==> config.mk <==
export PLATFORM = sky130hd
export DESIGN_NAME = sr_ff_bank
export DESIGN_NICKNAME = d
export VERILOG_FILES = /design/src/rtl/sr_ff_pkg.sv /design/src/rtl/sr_ff_chan.sv /design/src/rtl/sr_ff_bank.sv
export SDC_FILE = /design/constraint.sdc
export NUM_CORES = 1
export LEC_CHECK = 0
export BUFFER_PORTS_ARGS = -buffer_cell sky130_fd_sc_hd__buf_4
export CORE_MARGIN = 1
export CORE_UTILIZATION = 40
export CTS_CLUSTER_SIZE = 24
export DETAILED_ROUTE_END_ITERATION = 8
export GPL_ROUTABILITY_DRIVEN = 0
export PLACE_DENSITY_LB_ADDON = 0.08
export SLEW_MARGIN = 20
export SYNTH_ARGS = -nofsm -noshare
export SYNTH_HDL_FRONTEND = slang
export SYNTH_SLANG_ARGS = --single-unit
==> constraint.sdc <==
create_clock -name clk -period 1.4 [get_ports clk]
set_clock_uncertainty 0.1 [all_clocks]
set_input_delay 0.28 -clock clk [delete_from_list [all_inputs] [get_ports clk]]
set_output_delay 0.28 -clock clk [all_outputs]
set_load 0.02 [all_outputs]
==> src/rtl/sr_ff_pkg.sv <==
// Shared constants and helpers for the synchronous SR flip-flop bank.
package sr_ff_pkg;

  localparam logic [1:0] MODE_LOAD   = 2'b00;
  localparam logic [1:0] MODE_TOGGLE = 2'b01;
  localparam logic [1:0] MODE_HOLD   = 2'b10;

  // Filter counter width; at least one bit so FILTER=0 still yields a legal vector.
  function automatic int unsigned cnt_width(input int unsigned filter);
    if (filter == 32'd0) return 32'd1;
    return 32'($clog2(filter + 32'd1));
  endfunction

endpackage

==> src/rtl/sr_ff_chan.sv <==
// One SR channel: glitch filters on s/r, priority next-state logic, edge detect.
module sr_ff_chan
  import sr_ff_pkg::*;
#(
  parameter int unsigned FILTER       = 4,
  parameter bit          SET_DOMINANT = 1'b0,
  parameter bit          INIT_BIT     = 1'b0
) (
  input  logic       i_clk,
  input  logic       i_rst,
  input  logic       i_d,
  input  logic       i_en,
  input  logic [1:0] i_mode,
  input  logic       i_s,
  input  logic       i_r,
  output logic       o_q,
  output logic       o_rise,
  output logic       o_fall
);

  localparam int unsigned CW = cnt_width(FILTER);

  logic [CW-1:0] r_s_cnt;
  logic [CW-1:0] r_r_cnt;
  logic          r_q;
  logic          r_q_prev;
  logic          w_s_act;
  logic          w_r_act;
  logic          w_q_nxt;

  // A request acts only once its counter has seen FILTER consecutive high samples.
  assign w_s_act = i_s & (r_s_cnt == CW'(FILTER));
  assign w_r_act = i_r & (r_r_cnt == CW'(FILTER));

  always_comb begin
    w_q_nxt = r_q;
    if (w_s_act && w_r_act) begin
      w_q_nxt = SET_DOMINANT;
    end else if (w_r_act) begin
      w_q_nxt = 1'b0;
    end else if (w_s_act) begin
      w_q_nxt = 1'b1;
    end else if (i_en) begin
      case (i_mode)
        MODE_LOAD:   w_q_nxt = i_d;
        MODE_TOGGLE: w_q_nxt = ~r_q;
        default:     w_q_nxt = r_q;
      endcase
    end
  end

  always_ff @(posedge i_clk) begin
    if (i_rst) begin
      r_s_cnt  <= '0;
      r_r_cnt  <= '0;
      r_q      <= INIT_BIT;
      r_q_prev <= INIT_BIT;
    end else begin
      if (!i_s) begin
        r_s_cnt <= '0;
      end else if (r_s_cnt < CW'(FILTER)) begin
        r_s_cnt <= r_s_cnt + CW'(1);
      end
      if (!i_r) begin
        r_r_cnt <= '0;
      end else if (r_r_cnt < CW'(FILTER)) begin
        r_r_cnt <= r_r_cnt + CW'(1);
      end
      r_q      <= w_q_nxt;
      r_q_prev <= r_q;
    end
  end

  // Pulses decode registers only, so they cannot glitch.
  assign o_q    = r_q;
  assign o_rise = r_q & ~r_q_prev;
  assign o_fall = ~r_q & r_q_prev;

endmodule

==> src/rtl/sr_ff_bank.sv <==
// Bank of WIDTH independent filtered SR flip-flops sharing one data-path mode.
module sr_ff_bank
  import sr_ff_pkg::*;
#(
  parameter int unsigned      WIDTH        = 8,
  parameter int unsigned      FILTER       = 4,
  parameter bit               SET_DOMINANT = 1'b0,
  parameter logic [WIDTH-1:0] INIT         = '0
) (
  input  logic             clk,
  input  logic             rst,
  input  logic [WIDTH-1:0] d,
  input  logic [WIDTH-1:0] en,
  input  logic [1:0]       mode,
  input  logic [WIDTH-1:0] s,
  input  logic [WIDTH-1:0] r,
  output logic [WIDTH-1:0] q,
  output logic [WIDTH-1:0] rise,
  output logic [WIDTH-1:0] fall
);

  for (genvar g = 0; g < WIDTH; g++) begin : g_chan
    sr_ff_chan #(
      .FILTER       (FILTER),
      .SET_DOMINANT (SET_DOMINANT),
      .INIT_BIT     (INIT[g])
    ) u_chan (
      .i_clk  (clk),
      .i_rst  (rst),
      .i_d    (d[g]),
      .i_en   (en[g]),
      .i_mode (mode),
      .i_s    (s[g]),
      .i_r    (r[g]),
      .o_q    (q[g]),
      .o_rise (rise[g]),
      .o_fall (fall[g])
    );
  end

endmodule

Word level (Yosys, flattened, before mapping)
Cells that the tools add are included.
{ "totals": {"ff_bits": 64, "wordCells": 226, "inputBits": 36, "out_inout_bits": 24} }
{ "classes": {"n_bitwise": 64, "n_lt_le_gt_ge": 16, "n_eq_ne": 17, "n_reduce_logical": 57, "muxes": 24, "add_sub_neg": 16} }
{ "ops": {"columns": ["cell", "count"], "rows": [
  ["3-bit by 1-bit adder with 3-bit output (second input constant)", 16],
  ["3-bit == test (second input constant)", 16],
  ["3-bit < comparator (second input constant)", 16],
  ["1-bit bitwise AND", 32],
  ["1-bit NOT", 32],
  ["2-bit OR reduction", 16],
  ["3-bit nonzero test", 8],
  ["3-bit OR reduction", 8],
  ["1-bit 2-to-1 mux", 16],
  ["1-bit case mux with 2 select lines", 8],
  ["2-bit AND reduction", 8],
  ["2-bit nonzero test", 8],
  ["1-bit logical AND", 8],
  ["2-bit by 1-bit == test with 1-bit output (second input constant)", 1],
  ["2-bit zero test", 1]
]} }

Longest topological paths before layout
Gate-level depths: netlist of the first run.
{ "logic_depth": {"depth_word": 4, "depth_mapped": 5, "mapped_depth_nobuf": 4} }

Cells and area by module
Synthesis of the first run repeated with hierarchy kept, for this count alone.
{ "unflattened": {"hier_cells": 320, "area_unflattened_um2": 3062.9} }
{ "modules_own_cells": {"columns": ["mod", "area_each_um2", "cells_each", "instances", "seq_area_each_um2"], "rows": [
  ["sr_ff_chan", 382.9, 40, 8, 160.2]
]} }

Worst setup path before layout of the first run
Ideal clock, no wire load.
{ "synth_path": {"path_kind": "flip-flop to flip-flop", "start": "reg g_chan[1].u_chan.r_r_cnt[0]", "end": "reg g_chan[1].u_chan.r_q", "setup_time_ns": 0.074, "arrival_ns": 0.890, "stages_incl_launch_ff": 5, "path_slack_ns": 0.335, "synth_period_minus_slack_ns": 1.065, "path_buffers": 0, "required_time_ns": 1.226, "cell_sequence": "dfxtp_1 inv_1 ha_1 a31o_2 a31oi_1"} }
{ "synth_via": {"elab_chain_cells": 4} }
{ "synth_rtl": {"columns": ["item", "line_no", "text"], "rows": [
  ["start: declaration", "sr_ff_chan.sv:24", "logic [CW-1:0] r_r_cnt;"],
  ["start signal: assignment", "sr_ff_chan.sv:67", "r_r_cnt <= r_r_cnt + CW'(1);"],
  ["3-bit == test *", "sr_ff_chan.sv:33", "assign w_r_act = i_r & (r_r_cnt == CW'(FILTER));"],
  ["1-bit bitwise AND *", "sr_ff_chan.sv:33", null],
  ["1-bit logical AND", "sr_ff_chan.sv:37", "if (w_s_act && w_r_act) begin"],
  ["3-bit OR reduction (no source line) *", null, null],
  ["end signal: assignment", "sr_ff_chan.sv:69", "r_q <= w_q_nxt;"],
  ["end: declaration", "sr_ff_chan.sv:25", "logic r_q;"]
]} }
Every way passes the cells marked *; elsewhere a longest branch is shown, timed or not.
A chain may end at the register's enable or synchronous reset.

Worst setup path after layout of the first run
{ "layout_path": {"start": "reg g_chan[2].u_chan.r_q", "end": "out rise[2]"} }
{ "layout_via": {"elab_chain_cells": 1} }
{ "layout_rtl": {"columns": ["item", "line_no", "text"], "rows": [
  ["start: declaration", "sr_ff_chan.sv:25", null],
  ["start signal: assignment", "sr_ff_chan.sv:69", null],
  ["1-bit bitwise AND", "sr_ff_chan.sv:76", "assign o_rise = r_q & ~r_q_prev;"],
  ["end: declaration", "sr_ff_bank.sv:18", "output logic [WIDTH-1:0] rise,"]
]} }
No other way between the ends.

==> summary.md, run 1 <==
| Metric | Value |
|---|---|
| Run status | finished clean |
| Classification of the worst-slack hold path | input pin to register |
| Clock tree buffer depth | 2 |
| H-tree Lvls | 3 |
| Library cell with the largest summed area after synthesis | sky130_fd_sc_hd__dfxtp_1 |
| Worst slack on hold paths | 116.2 ps |
| Count of hold buffers inserted by post-cts repair | 0 |
| Via count of the first global-routing pass | 2177 |
| Share of total power consumed by net switching | 23.26% |
| Maximum fanout encountered on the critical timing path | 5 |
| Capturing element type of the critical path | output port |
| Number of clock buffers inserted by TritonCTS | 9 |
| Floorplan die area | 8385 µm² |
| Drt first-iter violations | 53 |
| PortBufs | 59 |
| Portion of total power attributed to combinational logic | 11.9% |
| Slew of the pin with the lowest slew margin | 401.6 ps |
| Critical path type | register to output port |
| Count of antenna diodes in the layout | 0 |
| Warnings from Yosys | 0 |
| # DRC | 0 |
| Chip Height | 91.57 µm |
| Total congestion overflow after global routing | 0 |
| Starting Density | 41.53% |
| Detailed placement HPWL | 4316 µm |
| Leakage power | 1.741 nW |
| Max-capacitance violation count | 0 |
| Maximum vdd ir drop | 0.4864 mV |
| Via total after detailed routing | 2233 |
| Clock transition at the registers of the reported paths | 70 ps |
| Buffers plus inverters on the worst setup path | 1 |
| Clock tree root buffer cell | sky130_fd_sc_hd__clkbuf_8 |
| TritonCTS clock tree | yes |
| Insertion delay of the later-clocked pin in the worst-skew pair | 330 ps |
| Fmax | 732.5 MHz |
| Global-route wire length before repair | 9901 µm |
| Min cycle time layout | 1365 ps |
| Clock Power Share | 41.8% |
| Area Overhead vs Synth | 20.27% |
| Data arrival at the endpoint of the critical path | 990 ps |
| Tcrit/Tclk final | 97.51% |
| Power density of the placed cells | 1094 nW/µm² |
| Max-slew violations | 0 |
| Largest incremental delay on the critical path | 370 ps |
| Yosys top cell area share | 39.92% |
| Final setup violation count | 0 |
| Net switching power | 0.9824 mW |
| Remaining max-slew budget at the tightest pin | 73.19% |
| Required @ worst endpoint | 1020 ps |
| Unrepaired setup endpoints after global routing | true |
| Synth Register Bits | 64 |
| Synthesized-area fraction occupied by and/or/nand/nor cells | 22.18% |
| Number of antenna violations at the first check in global routing | 0 |
| Total routed wirelength | 5733 µm |
| Overall die width | 91.57 µm |
| Cell types with the largest area share after synthesis | sky130_fd_sc_hd__dfxtp_1 40%, sky130_fd_sc_hd__ha_1 12%, sky130_fd_sc_hd__nor2_1 7.5% |
| Final-stage net count | 464 |
| Post-synthesis xor/xnor area fraction | 4.366% |
| Routed length per instance | 11.42 µm |
| Number of rows in the core area | 32 |
| Main synth FF type | sky130_fd_sc_hd__dfxtp_1 |
| Asr flop ratio synth | 0% |
| Final hold violations | 0 |
| Pin count of the biggest net entering global routing | 33 |
| Synthesized cell area | 3209 µm² |
| Per-cell via count in the routed design | 4.448 |
| Share of total power in sequential cells | 46.3% |
| Cell count after synthesis | 351 |
| Global routing usage summed across all routing layers | 15.28% |
| Type of element launching the critical path | register |
| Final design utilization | 49.95% |
| Number of sinks on the clock net | 64 |
| Syn_nets | 419 |
| Mean Syn Cell Area | 9.143 µm² |
| Adder-cell share of the synthesized area | 12.48% |
| Combinational family with the most area after synthesis | simple AND/OR/NAND/NOR gates |
| I/O pin count | 60 |
| Most numerous cell types in the synthesized netlist | 64 x sky130_fd_sc_hd__dfxtp_1, 64 x sky130_fd_sc_hd__nor2_1, 32 x sky130_fd_sc_hd__ha_1, 32 x sky130_fd_sc_hd__inv_1, 29 x sky130_fd_sc_hd__nor2b_1 |
| First-pass iteration count of the detailed router | 4 |
| Remaining antenna violation count after routing | 0 |
| Largest delay contributor family on the critical path | flip-flops |
| Share of cells above drive strength 1 | 26.25% |
| Distinct cells, synth | 20 |
| Sequential fraction of the synthesis area | 39.92% |
| Area of the core | 7727 µm² |
| Synth Area in Compound Gates | 5.614% |
| Cell with the largest stage delay on the worst path | sky130_fd_sc_hd__dfxtp_4 |
| Multiplexer share of the synthesized area | 4.990% |
| Internal power | 3.242 mW |
| EDFF count, synth | 0 |
| Critical path, cell by cell | nor2b_1 > buf_4 |
## cell usage in the layout, fill, tap and decap left out
cell type	count
sky130_fd_sc_hd__a22oi_1	8
sky130_fd_sc_hd__a31o_2	8
sky130_fd_sc_hd__a31oi_1	8
sky130_fd_sc_hd__and2b_1	3
sky130_fd_sc_hd__buf_4	62
sky130_fd_sc_hd__buf_6	1
sky130_fd_sc_hd__bufinv_16	2
sky130_fd_sc_hd__clkbuf_1	1
sky130_fd_sc_hd__clkbuf_8	11
sky130_fd_sc_hd__clkinv_2	1
sky130_fd_sc_hd__dfxtp_1	55
sky130_fd_sc_hd__dfxtp_2	1
sky130_fd_sc_hd__dfxtp_4	8
sky130_fd_sc_hd__ha_1	32
sky130_fd_sc_hd__inv_1	32
sky130_fd_sc_hd__mux2i_1	16
sky130_fd_sc_hd__nand2b_1	17
sky130_fd_sc_hd__nand2b_2	7
sky130_fd_sc_hd__nand3_1	16
sky130_fd_sc_hd__nor2_1	64
sky130_fd_sc_hd__nor2_2	1
sky130_fd_sc_hd__nor2b_1	27
sky130_fd_sc_hd__nor2b_2	1
sky130_fd_sc_hd__nor2b_4	2
sky130_fd_sc_hd__xor2_1	16
## worst reg2reg max path, cell delays in order, from the launching register on
cell	delay [ps]
sky130_fd_sc_hd__dfxtp_1	360
sky130_fd_sc_hd__inv_1	60
sky130_fd_sc_hd__ha_1	190
sky130_fd_sc_hd__a31o_2	230
sky130_fd_sc_hd__a31oi_1	160
## cell families (layout without fill, tap and decap cells)
group                    count (synthesis)  after routing
flip-flops                              64             64
adder cells (fa/ha/maj)                 32             32
multiplexers                            16             16
buffers and inverters                   61            110
AND/OR/NAND/NOR                        138            138
AO/OA/AOI/OAI                           24             24
XOR/XNOR                                16             16
## worst paths after layout
check                              start                        end  slack, ps  cells after the start
min reg2reg         g_chan[6].u_chan.o_q  g_chan[6].u_chan.r_q_prev        400                      1
min                                 d[1]       g_chan[1].u_chan.o_q        120                      3
max reg2reg  g_chan[2].u_chan.r_r_cnt[0]       g_chan[2].u_chan.o_q        220                      4
max                 g_chan[2].u_chan.o_q                    rise[2]         30                      2
## timing repair
item,in CTS,in global routing
pin swaps,0,0
gates resized for setup,13,7
setup endpoints to repair,9,12
setup buffers,1,3
## power groups by stage
stage / Clock, mW / Combinational (mW) / Sequential, mW
final: 1.77 / 0.501 / 1.96
after global routing: 1.92 / 0.560 / 1.97
after CTS: 1.83 / 0.497 / 1.96
after detailed placement: 0 / 0.489 / 2.00
after global placement: 0 / 0.481 / 2.00
after floorplan: 0 / 0.350 / 1.99
## layer usage
layer  share of wire [%]  global-route usage, %  up-vias
met5                   0                      0        -
met3                 5.0                  5.193        6
li1                    -                      -     1193
met4                 1.1                  6.746        0
met2                  48                  24.87       38
met1                  46                  18.15      996
## cell type report
cell class                      count  area [µm²]
Clock inverter                      3       65.06
Sequential cell                    64        1313
Multi-Input combinational cell    226        1603
Inverter                           32       120.1
Timing Repair Buffer               63       476.7
Fill cell                         737        3867
Tap cell                          102       127.6
Clock buffer                       12       155.1
## metrics by stage
stage	area, µm²	setup TNS (ps)	power (mW)	setup WS, ps	std cells
2_1_floorplan	3209	0	2.335	335.4	351
4_1_cts	3820	0	4.292	0.6182	499
5_1_grt	3860	-96.35	4.445	-21.52	502
3_3_place_gp	3565	0	2.481	221.0	483
6_report	3860	0	4.224	34.88	502
3_5_place_dp	3565	0	2.492	138.3	483
## state kept, by name (all words and copies together), names as in the netlist
register / cells
g_chan.u_chan.r_r_cnt: 24
g_chan.u_chan.o_q: 8
g_chan.u_chan.r_q_prev: 8
g_chan.u_chan.r_s_cnt: 24
No activity file was read; power rests on OpenSTA's default activity.
==> inputs of run 2 (changes only) <==
--- a/config.mk
+++ b/config.mk
@@ -7,7 +7,7 @@
 export LEC_CHECK = 0
 export BUFFER_PORTS_ARGS = -buffer_cell sky130_fd_sc_hd__buf_4
 export CORE_MARGIN = 1
-export CORE_UTILIZATION = 40
+export CORE_UTILIZATION = 30
 export CTS_CLUSTER_SIZE = 24
 export DETAILED_ROUTE_END_ITERATION = 8
 export GPL_ROUTABILITY_DRIVEN = 0
==> summary.md, run 2 (synthesized netlist as in run 1, its figures left out) <==
| Metric | Value |
|---|---|
| Most used cells in the layout excluding fill and tap cells | 64 x sky130_fd_sc_hd__nor2_1, 60 x sky130_fd_sc_hd__buf_4, 51 x sky130_fd_sc_hd__dfxtp_1 |
| Largest registers | g_chan.u_chan.r_r_cnt (24), g_chan.u_chan.r_s_cnt (24) |
| Insertion delay of the later-clocked pin in the worst-skew pair | 330 ps |
| Total length of routed met2 wires | 2706 µm |
| Total routed wirelength | 6014 µm |
| PortBufs | 59 |
| Unrepaired setup endpoints after global routing | true |
| Layout fillers | 1076 |
| Register-to-register setup slack | 250 ps |
| Number of clock buffers inserted by TritonCTS | 9 |
| Met1 routed wirelength after detailed routing | 2776 µm |
| Fmax | 735.8 MHz |
| Area of the core | 10370 µm² |
| H-tree Lvls | 3 |
| Net switching power | 0.9629 mW |
| Maximum vdd ir drop | 0.3787 mV |
| Leakage power | 1.733 nW |
| Most common cell after layout, fill and taps aside | sky130_fd_sc_hd__nor2_1 |
| Per-cell via count in the routed design | 4.215 |
| Pin count of the biggest net entering global routing | 33 |
| Post-detailed-placement cell area | 3615 µm² |
| Data arrival at the endpoint of the critical path | 980 ps |
| Place WS | 226.6 ps |
| Run status | finished clean |
| Minimum setup slack in the final design | 41.00 ps |
| Clock Power Share | 36.5% |
| Clock transition at the registers of the reported paths | 60 ps |
| Overall die width | 105.4 µm |
| Clock tree root buffer cell | sky130_fd_sc_hd__clkbuf_8 |
| Classification of the worst-slack hold path | input pin to register |
| Number of antenna violations at the first check in global routing | 0 |
| Global-route wire length before repair | 10020 µm |
| Starting Density | 30.95% |
| TritonCTS clock tree | yes |
| Top layer reached by signal wires | met4 |
| Via total after detailed routing | 2259 |
| Internal power | 2.939 mW |
| Maximum fanout encountered on the critical timing path | 6 |
| Number of sinks on the clock net | 64 |
| Power density of the placed cells | 997.6 nW/µm² |
| Sequential standard cell area | 1318 µm² |
| Final-stage net count | 465 |
| I/O pin count | 60 |
| Drt first-iter violations | 52 |
| Tcrit/Tclk final | 97.07% |
| Final hold violations | 0 |
| Clock tree buffer depth | 2 |
| Multi-input logic area | 1635 µm² |
| Capturing element type of the critical path | output port |
| Routed length on met3 | 453 µm |
| First-pass iteration count of the detailed router | 4 |
| Count of antenna diodes in the layout | 0 |
| Portion of total power attributed to combinational logic | 13.2% |
| Final setup violation count | 0 |
| Share of total power in sequential cells | 50.3% |
| Detailed placement HPWL | 4461 µm |
| Via count of the first global-routing pass | 2200 |
| Number of rows in the core area | 37 |
| # DRC | 0 |
| Share of cells above drive strength 1 | 28.25% |
| Global routing usage summed across all routing layers | 11.75% |
| Area Overhead vs Synth | 21.87% |
| Total congestion overflow after global routing | 0 |
| Finished Cell Area | 3911 µm² |
| Min cycle time layout | 1359 ps |
| Routed length per instance | 11.22 µm |
| Remaining max-slew budget at the tightest pin | 77.27% |
| Share of total power consumed by net switching | 24.68% |
| Max-capacitance violation count | 0 |
| Slew of the pin with the lowest slew margin | 340.9 ps |
| Max-slew violations | 0 |
| Required @ worst endpoint | 1020 ps |
| Critical path type | register to output port |
| Floorplan die area | 11120 µm² |
| Remaining antenna violation count after routing | 0 |
| Type of element launching the critical path | register |
| Chip Height | 105.4 µm |
-- run 2: changes by cell type in the layout (fill, tap and decap cells not counted) --
cell,before,now
sky130_fd_sc_hd__nor2b_1,27,22
sky130_fd_sc_hd__bufinv_16,2,0
sky130_fd_sc_hd__dfxtp_1,55,51
sky130_fd_sc_hd__buf_6,1,4
sky130_fd_sc_hd__dfxtp_2,1,5
sky130_fd_sc_hd__nor2b_4,2,6
sky130_fd_sc_hd__clkinv_2,1,0
sky130_fd_sc_hd__nor2b_2,1,2
sky130_fd_sc_hd__clkbuf_8,11,12
sky130_fd_sc_hd__clkbuf_1,1,2
sky130_fd_sc_hd__buf_4,62,60
-- run 2: stage by stage --
stage	utilization (%)	hold slack (ps)	total power, mW	cells	TNS, ps
final	37.72	117.3	3.902	536	0
after global routing	37.72	97.46	4.136	536	-51.90
after CTS	36.91	93.56	3.970	532	-2.013
after floorplan	-	331.3	2.335	351	0
after detailed placement	34.86	423.0	2.497	518	0
after global placement	34.86	412.7	2.492	518	0
-- run 2: path summary, 6_finish.rpt --
| kind | startpoint | end | depth (start not counted) |
|---|---|---|---|
| max | g_chan[2].u_chan.o_q | rise[2] | 2 |
| min | d[6] | g_chan[6].u_chan.o_q | 3 |
| max reg2reg | g_chan[3].u_chan.r_r_cnt[0] | g_chan[3].u_chan.o_q | 4 |
| min reg2reg | g_chan[4].u_chan.o_q | g_chan[4].u_chan.r_q_prev | 1 |
-- run 2: cell type report --
type / count / area share (%)
Clock buffer: 14 / 4.415
Inverter: 32 / 3.071
Multi-Input combinational cell: 226 / 41.81
Sequential cell: 64 / 33.69
Tap cell: 136 / 4.351
Timing Repair Buffer: 64 / 12.67
-- run 2: layer usage --
layer	vias to the layer above	global-route usage, %
met5	-	0
met4	0	4.527
met3	7	5.937
met2	42	19.13
met1	1021	13.04
li1	1189	-
-- run 2: power by group through the flow --
stage	registers, mW	clock network, mW	logic, mW
after detailed placement	2.00	0	0.494
after global placement	2.00	0	0.491
after floorplan	1.99	0	0.350
after global routing	1.97	1.58	0.581
final	1.96	1.42	0.516
after CTS	1.96	1.51	0.500
-- run 2: what timing repair did --
| item | in CTS | in global routing |
|---|---|---|
| gates resized for setup | 16 | 18 |
| endpoints found under the hold margin | 0 | 0 |
| setup endpoints to repair | 9 | 11 |
| setup buffers | 0 | 4 |
| hold buffers | 0 | 0 |
-- run 2: worst max-delay path, cell delays in order (launching register included) --
cell and delay, ps:
sky130_fd_sc_hd__dfxtp_4 370, sky130_fd_sc_hd__nor2b_1 130, sky130_fd_sc_hd__buf_4 150
